`src/rtl/dds_voice_engine_pkg.sv`:
```
// Shared definitions for the time-multiplexed DDS voice engine:
// slot encodings, the slot count per voice and default widths.
package dds_voice_engine_pkg;

    localparam int unsigned SLOTS_PER_VOICE = 4;

    localparam int unsigned DEF_NUM_VOICES = 8;
    localparam int unsigned DEF_VIDX_W     = 8;
    localparam int unsigned DEF_PHASE_W    = 32;
    localparam int unsigned DEF_OUT_W      = 10;

    typedef enum logic [$clog2(SLOTS_PER_VOICE)-1:0] {
        S0 = 2'd0,
        S1 = 2'd1,
        S2 = 2'd2,
        S3 = 2'd3
    } slot_e;

endpackage

```
`src/rtl/dds_voice_engine_if.sv`:
```
// Tuning-command handshake, phase stream and monitor tap of the DDS voice engine.
interface dds_voice_engine_if #(
    parameter int unsigned VIDX_W  = 8,
    parameter int unsigned PHASE_W = 32,
    parameter int unsigned OUT_W   = 10
);
    logic               i_tune_valid;
    logic               o_tune_ready;
    logic [VIDX_W-1:0]  i_tune_voice;
    logic [PHASE_W-1:0] i_tune_word;
    logic               i_tune_clr;
    logic [VIDX_W-1:0]  i_mon_voice;
    logic               o_valid;
    logic [VIDX_W-1:0]  o_voice;
    logic [OUT_W-1:0]   o_phase;
    logic               o_frame;
    logic [OUT_W-1:0]   o_mon_phase;

    modport master (
        output i_tune_valid, i_tune_voice, i_tune_word, i_tune_clr, i_mon_voice,
        input  o_tune_ready, o_valid, o_voice, o_phase, o_frame, o_mon_phase
    );

    modport slave (
        input  i_tune_valid, i_tune_voice, i_tune_word, i_tune_clr, i_mon_voice,
        output o_tune_ready, o_valid, o_voice, o_phase, o_frame, o_mon_phase
    );
endinterface

```
`src/rtl/dds_voice_engine_ram.sv`:
```
// Per-voice accumulator and tuning-word storage: one read port, an accumulator
// writeback port and a command port whose slots never overlap.
module dds_voice_ram
    import dds_voice_engine_pkg::*;
#(
    parameter int unsigned NUM_VOICES = DEF_NUM_VOICES,
    parameter int unsigned PHASE_W    = DEF_PHASE_W,
    parameter int unsigned AW         = $clog2(NUM_VOICES)
) (
    input  logic               i_clk,
    input  logic               i_reset_n,
    input  logic [AW-1:0]      rd_addr,
    output logic [PHASE_W-1:0] rd_acc,
    output logic [PHASE_W-1:0] rd_tune,
    input  logic               wb_en,
    input  logic [AW-1:0]      wb_addr,
    input  logic [PHASE_W-1:0] wb_data,
    input  logic               cmd_en,
    input  logic [AW-1:0]      cmd_addr,
    input  logic [PHASE_W-1:0] cmd_word,
    input  logic               cmd_clr
);
    logic [PHASE_W-1:0] acc  [NUM_VOICES];
    logic [PHASE_W-1:0] tune [NUM_VOICES];

    assign rd_acc  = acc[rd_addr];
    assign rd_tune = tune[rd_addr];

    always_ff @(posedge i_clk or negedge i_reset_n) begin
        if (!i_reset_n) begin
            for (int unsigned i = 0; i < NUM_VOICES; i++) begin
                acc[AW'(i)]  <= '0;
                tune[AW'(i)] <= '0;
            end
        end else begin
            if (wb_en)
                acc[wb_addr] <= wb_data;
            if (cmd_en) begin
                tune[cmd_addr] <= cmd_word;
                if (cmd_clr)
                    acc[cmd_addr] <= '0;
            end
        end
    end

endmodule

```
`src/rtl/dds_voice_engine.sv`:
```
// Time-multiplexed DDS phase engine: one shared adder steps NUM_VOICES phase
// accumulators, one voice per four-slot group, with a one-deep tuning buffer.
module dds_voice_engine
    import dds_voice_engine_pkg::*;
#(
    parameter int unsigned NUM_VOICES = DEF_NUM_VOICES,
    parameter int unsigned VIDX_W     = DEF_VIDX_W,
    parameter int unsigned PHASE_W    = DEF_PHASE_W,
    parameter int unsigned OUT_W      = DEF_OUT_W
) (
    input  logic i_clk,
    input  logic i_reset_n,
    dds_voice_engine_if.slave bus
);
    localparam int unsigned       AW         = $clog2(NUM_VOICES);
    localparam logic [VIDX_W-1:0] LAST_VOICE = VIDX_W'(NUM_VOICES - 1);
    localparam logic [VIDX_W:0]   NV_EXT     = (VIDX_W + 1)'(NUM_VOICES);

    slot_e              state, state_nxt;
    logic               rd_en, add_en, wb_en, cmd_slot;
    logic [VIDX_W-1:0]  voice;
    logic [PHASE_W-1:0] rd_acc, rd_tune, acc_r, tune_r, sum_r;

    logic               pend, pend_clr, accept, cmd_en;
    logic [VIDX_W-1:0]  pend_voice;
    logic [PHASE_W-1:0] pend_word;

    logic               valid_q, frame_q;
    logic [VIDX_W-1:0]  voice_q;
    logic [OUT_W-1:0]   phase_q, mon_q;

    always_ff @(posedge i_clk or negedge i_reset_n) begin
        if (!i_reset_n) state <= S0;
        else            state <= state_nxt;
    end

    always_comb begin
        state_nxt = S0;
        unique case (state)
            S0: state_nxt = S1;
            S1: state_nxt = S2;
            S2: state_nxt = S3;
            S3: state_nxt = S0;
            default: state_nxt = S0;
        endcase
    end

    always_comb begin
        rd_en    = (state == S0);
        add_en   = (state == S1);
        wb_en    = (state == S2);
        cmd_slot = (state == S3);
    end

    always_ff @(posedge i_clk or negedge i_reset_n) begin
        if (!i_reset_n)
            voice <= '0;
        else if (cmd_slot)
            voice <= (voice == LAST_VOICE) ? '0 : voice + VIDX_W'(1);
    end

    dds_voice_ram #(
        .NUM_VOICES (NUM_VOICES),
        .PHASE_W    (PHASE_W),
        .AW         (AW)
    ) u_ram (
        .i_clk     (i_clk),
        .i_reset_n (i_reset_n),
        .rd_addr   (voice[AW-1:0]),
        .rd_acc    (rd_acc),
        .rd_tune   (rd_tune),
        .wb_en     (wb_en),
        .wb_addr   (voice[AW-1:0]),
        .wb_data   (sum_r),
        .cmd_en    (cmd_en),
        .cmd_addr  (pend_voice[AW-1:0]),
        .cmd_word  (pend_word),
        .cmd_clr   (pend_clr)
    );

    always_ff @(posedge i_clk or negedge i_reset_n) begin
        if (!i_reset_n) begin
            acc_r  <= '0;
            tune_r <= '0;
            sum_r  <= '0;
        end else begin
            if (rd_en) begin
                acc_r  <= rd_acc;
                tune_r <= rd_tune;
            end
            if (add_en)
                sum_r <= acc_r + tune_r;
        end
    end

    // Commands land in S3, after S2 writeback, so they never race an update.
    assign accept = bus.i_tune_valid & ~pend;
    assign cmd_en = cmd_slot & pend & ({1'b0, pend_voice} < NV_EXT);

    always_ff @(posedge i_clk or negedge i_reset_n) begin
        if (!i_reset_n) begin
            pend       <= 1'b0;
            pend_voice <= '0;
            pend_word  <= '0;
            pend_clr   <= 1'b0;
        end else if (accept) begin
            pend       <= 1'b1;
            pend_voice <= bus.i_tune_voice;
            pend_word  <= bus.i_tune_word;
            pend_clr   <= bus.i_tune_clr;
        end else if (cmd_slot) begin
            pend <= 1'b0;
        end
    end

    always_ff @(posedge i_clk or negedge i_reset_n) begin
        if (!i_reset_n) begin
            valid_q <= 1'b0;
            frame_q <= 1'b0;
            voice_q <= '0;
            phase_q <= '0;
            mon_q   <= '0;
        end else begin
            valid_q <= wb_en;
            frame_q <= wb_en && (voice == LAST_VOICE);
            if (wb_en) begin
                voice_q <= voice;
                phase_q <= sum_r[PHASE_W-1 -: OUT_W];
            end
            if (valid_q && (voice_q == bus.i_mon_voice))
                mon_q <= phase_q;
        end
    end

    assign bus.o_tune_ready = ~pend;
    assign bus.o_valid      = valid_q;
    assign bus.o_frame      = frame_q;
    assign bus.o_voice      = voice_q;
    assign bus.o_phase      = phase_q;
    assign bus.o_mon_phase  = mon_q;

endmodule

```
`src/flat_wrapper.sv`:
```
// flat-port wrapper written by rule: the top's interface ports become plain ports
module dds_voice_engine_flat import dds_voice_engine_pkg::*;
#(
    parameter int unsigned NUM_VOICES = DEF_NUM_VOICES,
    parameter int unsigned VIDX_W     = DEF_VIDX_W,
    parameter int unsigned PHASE_W    = DEF_PHASE_W,
    parameter int unsigned OUT_W      = DEF_OUT_W
)
  (i_clk, i_reset_n, bus_i_tune_valid, bus_i_tune_voice, bus_i_tune_word, bus_i_tune_clr, bus_i_mon_voice, bus_o_tune_ready, bus_o_valid, bus_o_voice, bus_o_phase, bus_o_frame, bus_o_mon_phase);
  dds_voice_engine_if #(.VIDX_W(VIDX_W), .PHASE_W(PHASE_W), .OUT_W(OUT_W)) bus_i ();
  input  logic i_clk;
  input  logic i_reset_n;
  input wire logic [$bits(bus_i.i_tune_valid)-1:0] bus_i_tune_valid;
  input wire logic [$bits(bus_i.i_tune_voice)-1:0] bus_i_tune_voice;
  input wire logic [$bits(bus_i.i_tune_word)-1:0] bus_i_tune_word;
  input wire logic [$bits(bus_i.i_tune_clr)-1:0] bus_i_tune_clr;
  input wire logic [$bits(bus_i.i_mon_voice)-1:0] bus_i_mon_voice;
  output wire logic [$bits(bus_i.o_tune_ready)-1:0] bus_o_tune_ready;
  output wire logic [$bits(bus_i.o_valid)-1:0] bus_o_valid;
  output wire logic [$bits(bus_i.o_voice)-1:0] bus_o_voice;
  output wire logic [$bits(bus_i.o_phase)-1:0] bus_o_phase;
  output wire logic [$bits(bus_i.o_frame)-1:0] bus_o_frame;
  output wire logic [$bits(bus_i.o_mon_phase)-1:0] bus_o_mon_phase;
  assign bus_i.i_tune_valid = bus_i_tune_valid;
  assign bus_i.i_tune_voice = bus_i_tune_voice;
  assign bus_i.i_tune_word = bus_i_tune_word;
  assign bus_i.i_tune_clr = bus_i_tune_clr;
  assign bus_i.i_mon_voice = bus_i_mon_voice;
  assign bus_o_tune_ready = bus_i.o_tune_ready;
  assign bus_o_valid = bus_i.o_valid;
  assign bus_o_voice = bus_i.o_voice;
  assign bus_o_phase = bus_i.o_phase;
  assign bus_o_frame = bus_i.o_frame;
  assign bus_o_mon_phase = bus_i.o_mon_phase;
  dds_voice_engine #(.NUM_VOICES(NUM_VOICES), .VIDX_W(VIDX_W), .PHASE_W(PHASE_W), .OUT_W(OUT_W)) u_core (.i_clk(i_clk), .i_reset_n(i_reset_n), .bus(bus_i));
endmodule
```
`config.mk`:
```
export PLATFORM = sky130hd
export DESIGN_NAME = dds_voice_engine_flat
export DESIGN_NICKNAME = d
export VERILOG_FILES = /design/src/rtl/dds_voice_engine_pkg.sv /design/src/rtl/dds_voice_engine_if.sv /design/src/rtl/dds_voice_engine_ram.sv /design/src/rtl/dds_voice_engine.sv /design/src/flat_wrapper.sv
export SDC_FILE = /design/constraint.sdc
export NUM_CORES = 1
export LEC_CHECK = 0
export BUFFER_PORTS_ARGS = -buffer_cell sky130_fd_sc_hd__buf_2
export CAP_MARGIN = 20
export CORE_UTILIZATION = 55
export DETAILED_ROUTE_END_ITERATION = 6
export PLACE_DENSITY = 0.75
export SETUP_SLACK_MARGIN = 0.3
export SLEW_MARGIN = 20
export SYNTH_ARGS = -nofsm -noshare
export SYNTH_HDL_FRONTEND = slang
export SYNTH_SLANG_ARGS = --single-unit
```
`constraint.sdc`:
```
create_clock -name i_clk -period 3.5 [get_ports i_clk]
set_clock_uncertainty 0.05 [all_clocks]
set_input_delay 0.35 -clock i_clk [delete_from_list [all_inputs] [get_ports i_clk]]
set_output_delay 0.35 -clock i_clk [all_outputs]
set_load 0.03 [all_outputs]
```
### Word-level counts from Yosys, hierarchy flattened

Index checks and enable logic that the tools add are counted.

* input port bits: 52
* register bits after elaboration: 690
* logic and storage cells: 75
* output and inout bits: 31

* $add $sub $neg: 2
* reduce and logical (&&, ||, !) cells: 6
* equality and inequality tests: 5
* magnitude comparators: 5
* bitwise operators: 8
* mux-type cells: 19

Operator list (count)
* two-way mux 256 bit: 3
* bitwise mux 256 bit: 2
* AND 256 bit: 1
* NOT 256 bit: 1
* binary-select mux 32 bit (select 3 bit): 2
* demux 32 bit (select 3 bit): 2
* two-way mux 32 bit: 6
* adder 32 bit: 1
* adder 8 x 1 -> 8 bit (second input constant): 1
* == test 8 x 3 -> 1 bit (second input constant): 1
* == test 8 bit: 1
* >= comparator 4 bit (second input constant): 2
* less-than comparator 4 x 1 -> 1 bit (second input constant): 2
* less-than comparator 8 x 4 -> 1 bit (second input constant): 1
* two-way mux 8 bit: 1
* NOT 3 -> 4 bit: 2
* one-hot mux 2 bit (4 select lines): 1
* == test 2 bit (second input constant): 2
* logical AND 1 bit: 4
* AND 1 bit: 3
* == test 2 x 1 -> 1 bit (second input constant): 1
* logical NOT 2 bit: 1
* two-way mux 1 bit: 2
* nonzero test 2 bit: 1
* NOT 1 bit: 1

### Longest topological paths before layout

* depth in word-level cells: 10
* depth in mapped cells: 10
* mapped depth without buffers: 10

### Cells and area by module

Synthesis repeated with hierarchy kept, for this count alone.

* cells, all modules: 2617
* area, all modules: 32165.8 um2

Modules (own cells, without submodules)
* dds_voice_ram: area an instance 23620.2 um2, seq. area each 12812.3 um2, instances 1, cells each 1949
* dds_voice_engine: area an instance 8545.7 um2, seq. area each 4454.3 um2, instances 1, cells each 668

### Worst setup path before layout

Ideal clock, no wire load.

* kind: register to register
* start point: register u_core.state[0]
* end point: register u_core.u_ram.tune[161] (netlist name)
* required time: 3.325 ns
* path slack: 0.883 ns
* setup time: 0.125 ns
* period minus slack after synthesis: 2.617 ns
* buffers on the path: 2
* arrival time: 2.442 ns
* stages on the path, launching flop included: 9
* cells stage by stage: dfrtp_1 ha_1 or4b_1 nor4_4 nand2b_1 buf_2 nor3b_2 buf_2 mux2_2

* longest elaborated chain between the ends: 3

RTL lines
* start, declared: line dds_voice_engine.sv:19 `slot_e state, state_nxt;`
* start signal, assigned: line dds_voice_engine.sv:34 `else state <= state_nxt;`
* == test 2 bit: line dds_voice_engine.sv:52 `cmd_slot = (state == S3);`
* AND 1 bit (2 in a row): line dds_voice_engine.sv:98 `assign cmd_en = cmd_slot & pend & ({1'b0, pend_voice} < NV_EXT);`
* end signal, assigned by index: line dds_voice_engine_ram.sv:39 `tune[cmd_addr] <= cmd_word;`
* end, declared: line dds_voice_engine_ram.sv:24 `logic [PHASE_W-1:0] tune [NUM_VOICES];`

No other way between the ends.
A chain may end at the register's enable or synchronous reset.

### Worst setup path in the final report

* start point: register u_core.tune_r[3]
* end point: register u_core.sum_r[23]

* longest elaborated chain between the ends: 1

RTL lines
* start, declared: line dds_voice_engine.sv:22 `logic [PHASE_W-1:0] rd_acc, rd_tune, acc_r, tune_r, sum_r;`
* start signal, assigned: line dds_voice_engine.sv:89 `tune_r <= rd_tune;`
* adder 32 bit: line dds_voice_engine.sv:92 `sum_r <= acc_r + tune_r;`
* end signal, assigned: line dds_voice_engine.sv:92
* end, declared: line dds_voice_engine.sv:22

No other way between the ends.

==> metrics.txt <==
crit path max-delay cell type a2111oi_0; YS warnings 0; CTS clock-pin slew for the worst setup and hold paths 0.06 ns; hold path startpoint bus_i_tune_valid; IO buf count 82; H-tree depth 3; post-CTS setup buffers 0; Comb pwr share around 6.3%; vias in the first global route roughly 23k; worst hold path type in2reg; fill count a little over 4k; post-synthesis mux area share 23.5%; minimum clock period between 3 and 4 ns; Mapped Nets 2779; hold-critical path depth 3; RR Endpoint u_core.sum_r[23]; Die Y roughly 240 um; Worst slew margin 37.0%; Adder-Cell Fraction of Synth Area ~1.5%; final instance area approximately 36000 um2; Layout area overhead 13.5%; crit-path cells ha_1, a21o_1, a2111oi_0, a21o_1, o21bai_1, a21oi_1, o21a_1, xnor2_1, mux2_2; Crit path largest cell delay approximately 0.47 ns; Max Clock Freq roughly 0.33 GHz; cell count after synthesis around 2.7k; multi-input combinational cell area roughly 14000 um2; FFs w/ async S/R, synth 100%; critical path type reg2reg; setup ws final roughly 0.44 ns; worst r2r path cells 9; Vias/cell slightly above 6; worst-path maximum fanout 6; Starting Density approximately 56%; share of layout cells above drive strength 1 approximately 28%; Worst R2R Setup Slack roughly 0.44 ns; synthesized cell area around 32000 um2; status finished, final reports clean; Net Sw Frac between 20% and 30%; cell mode on critical path a21o_1; Setup Viol. Count Final 0; Final Hold Vio Count 0; DP HPWL roughly 47000 um; XOR/XNOR Fraction of Synth Area 1.10%; GRT Total Usage 28.0%; Overflow after GRT 0; leak pwr approximately 17 nW; initial antenna violation count 0; Rows 87; Inserted Clock Buffers 74; net switching power 4.29 mW; Register Area ~17000 um2; largest family of logic cells by synthesized area multiplexers; Nets about 2.8k; Skew-Pair Late Insertion Delay 0.62 ns; ys flop type dfrtp_1; CTS tree done; drt first pass iters 5; dpl ws 0.486 ns; DRC viols 0; die area approximately 60000 um2; largest net degree at the start of global routing 96; number of synthesized flops with an enable pin 0; Clk pwr share between 40% and 50%; CP Launch Type flop; sequential share of power between 40% and 50%; Critical Path RT 3.95 ns; Worst setup EP type flop; Core ar. 56700 um2; Synth Area in Simple Gates approximately 9.3%; ANT cells 0; sequential share of the synthesized area between 50% and 60%; CP arrival 3.51 ns; Hold EP u_core.pend; period utilization between 80 and 90%; io pins 83; Seq cells post-synth between 600 and 700; Final GP Congestion approximately 0.93; Slew Limit Fails 0; compound-cell area share of the yosys netlist under 10%; wire per inst 22.7 um; PwrDens about 510 nW/um2; Distinct cells, synth 53; RSZ-0062 raised after global routing false; internal power 14.0 mW; Post-DP Area between 30000 and 40000 um2; Total Routed Length just over 80000 um; CTS max path bufs 3; antenna-violating nets left 0; vias after detailed routing ~22k; clk sinks about 700; first-pass GRT wire length about 130000 um; Worst-Margin Slew roughly 0.95 ns; max-cap violation count 0; Mean Syn Cell Area about 12 um2; IR drop worst, VDD about 0.0004 V; FF-to-FF Start u_core.tune_r[3]; Sum Neg Setup Slack 0 ns; DRT iter0 DRCs 2152; Root Driver clkbuf_16; Die X ~240 um
-- layout make-up --
cell class              instances  share of cell area (%)
multi-input cells            1774                    38.0
repair buffers                189                    4.31
clock inverters                27                    1.05
inverters                      12                   0.125
well taps                     756                    2.63
clock buffers                 101                    5.88
flip-flops and latches        690                    48.0
-- placed cells by master (no fill, tap or decap), types with 35 or more instances in the layout --
master	netlist	layout
buf_2	22	82
a21oi_1	358	357
nand2_1	540	540
ha_1	37	35
clkbuf_16	0	75
dlygate4sd3_1	0	42
mux2_2	348	348
dfrtp_1	690	687
mux4_2	128	128
mux2i_1	65	65
buf_4	0	46
nor2_1	96	85
-- sequential cells by signal, indices dropped and copies added, names as in the netlist, 10 cells and up --
register / flops
u_core.sum_r: 32
u_core.bus.o_phase: 10
u_core.tune_r: 32
u_core.u_ram.acc: 256
u_core.acc_r: 32
u_core.u_ram.tune: 256
u_core.pend_word: 32
u_core.bus.o_mon_phase: 10
-- worst max path at each step --
stage                           startpoint                      to  cells past startpoint
after floorplan            u_core.state[0]  u_core.u_ram.tune[161]                      8
after global placement    u_core.tune_r[0]        u_core.sum_r[26]                     10
after detailed placement   u_core.state[0]  u_core.u_ram.tune[199]                      7
after CTS                  u_core.state[0]  u_core.u_ram.tune[199]                      7
after global routing      u_core.tune_r[3]        u_core.sum_r[23]                      9
final                     u_core.tune_r[3]        u_core.sum_r[23]                      9
-- power by group through the flow --
stage               Clock, mW  Combinational (mW)  Sequential (mW)
global route             8.46                1.28             9.10
finish                   8.07                1.16             9.04
CTS                      8.17                1.17             9.02
global placement            0                1.07             9.10
floorplan                   0               0.803             8.90
detailed placement          0                1.12             9.15
-- worst max-delay path: cells and delay by family, from the launching register on --
family	cells	cell delay, ns
fa+ha+maj	1	0.38
flops	1	0.38
compound gates	6	1.79
mux	1	0.27
xor+xnor	1	0.09
-- routing by layer --
| metal | vias up | GRT usage, % | routed length, um |
|---|---|---|---|
| met5 | - | 0 | 0 |
| li1 | 9503 | - | - |
| met2 | 936 | 45.1 | 38600 |
| met1 | 11300 | 37.1 | 33000 |
| met3 | 184 | 6.41 | 6640 |
| met4 | 0 | 10.8 | 2470 |
-- per-stage QoR --
step / util (%) / hold WS (ns) / power [mW] / cells
detailed placement: 58.3 / 0.377 / 10.3 / 3378
global placement: 58.3 / 0.368 / 10.2 / 3378
global route: 63.5 / 0.201 / 18.8 / 3549
floorplan: - / 0.00441 / 9.70 / 2689
finish: 63.5 / 0.205 / 18.3 / 3549
CTS: 63.4 / 0.180 / 18.4 / 3548
-- cells in the mapped netlist (3+ instances only) --
master / number / area, um2
dfrtp_1: 690 / 17300
a21o_1: 30 / 225
and2_1: 3 / 18.8
o21bai_1: 3 / 22.5
xor2_1: 20 / 175
a21oi_1: 358 / 1790
and3_1: 4 / 25.0
ha_1: 37 / 463
nand3_1: 25 / 125
buf_1: 19 / 71.3
a31oi_1: 6 / 37.5
o311ai_0: 3 / 26.3
nor3_1: 8 / 40.0
xnor2_1: 20 / 175
mux2_2: 348 / 3920
nand4_1: 13 / 81.3
inv_1: 12 / 45.0
mux2i_1: 65 / 651
mux4_2: 128 / 2880
buf_2: 22 / 110
nand4b_1: 4 / 35.0
clkbuf_1: 172 / 646
nor2_1: 96 / 360
nand2_1: 540 / 2030
nand2b_1: 6 / 37.5
o21ai_0: 16 / 80.1
nor2b_1: 6 / 37.5
o21a_1: 5 / 37.5
-- timing repair --
| action | 4_1_cts | 5_1_grt |
|---|---|---|
| hold buffers | 42 | 0 |
| resized for setup | 0 | 1 |
| hold endpoints to repair | 110 | 0 |
| setup endpoints to repair | 0 | 1 |
-- cells by family after synthesis --
kind of cell,Yosys count
compound gates,434
xor+xnor,40
fa+ha+maj,38
buf+inv,225
flops,690
mux,541
simple gates,721
Note: power is estimated with default switching activity, not from simulation.
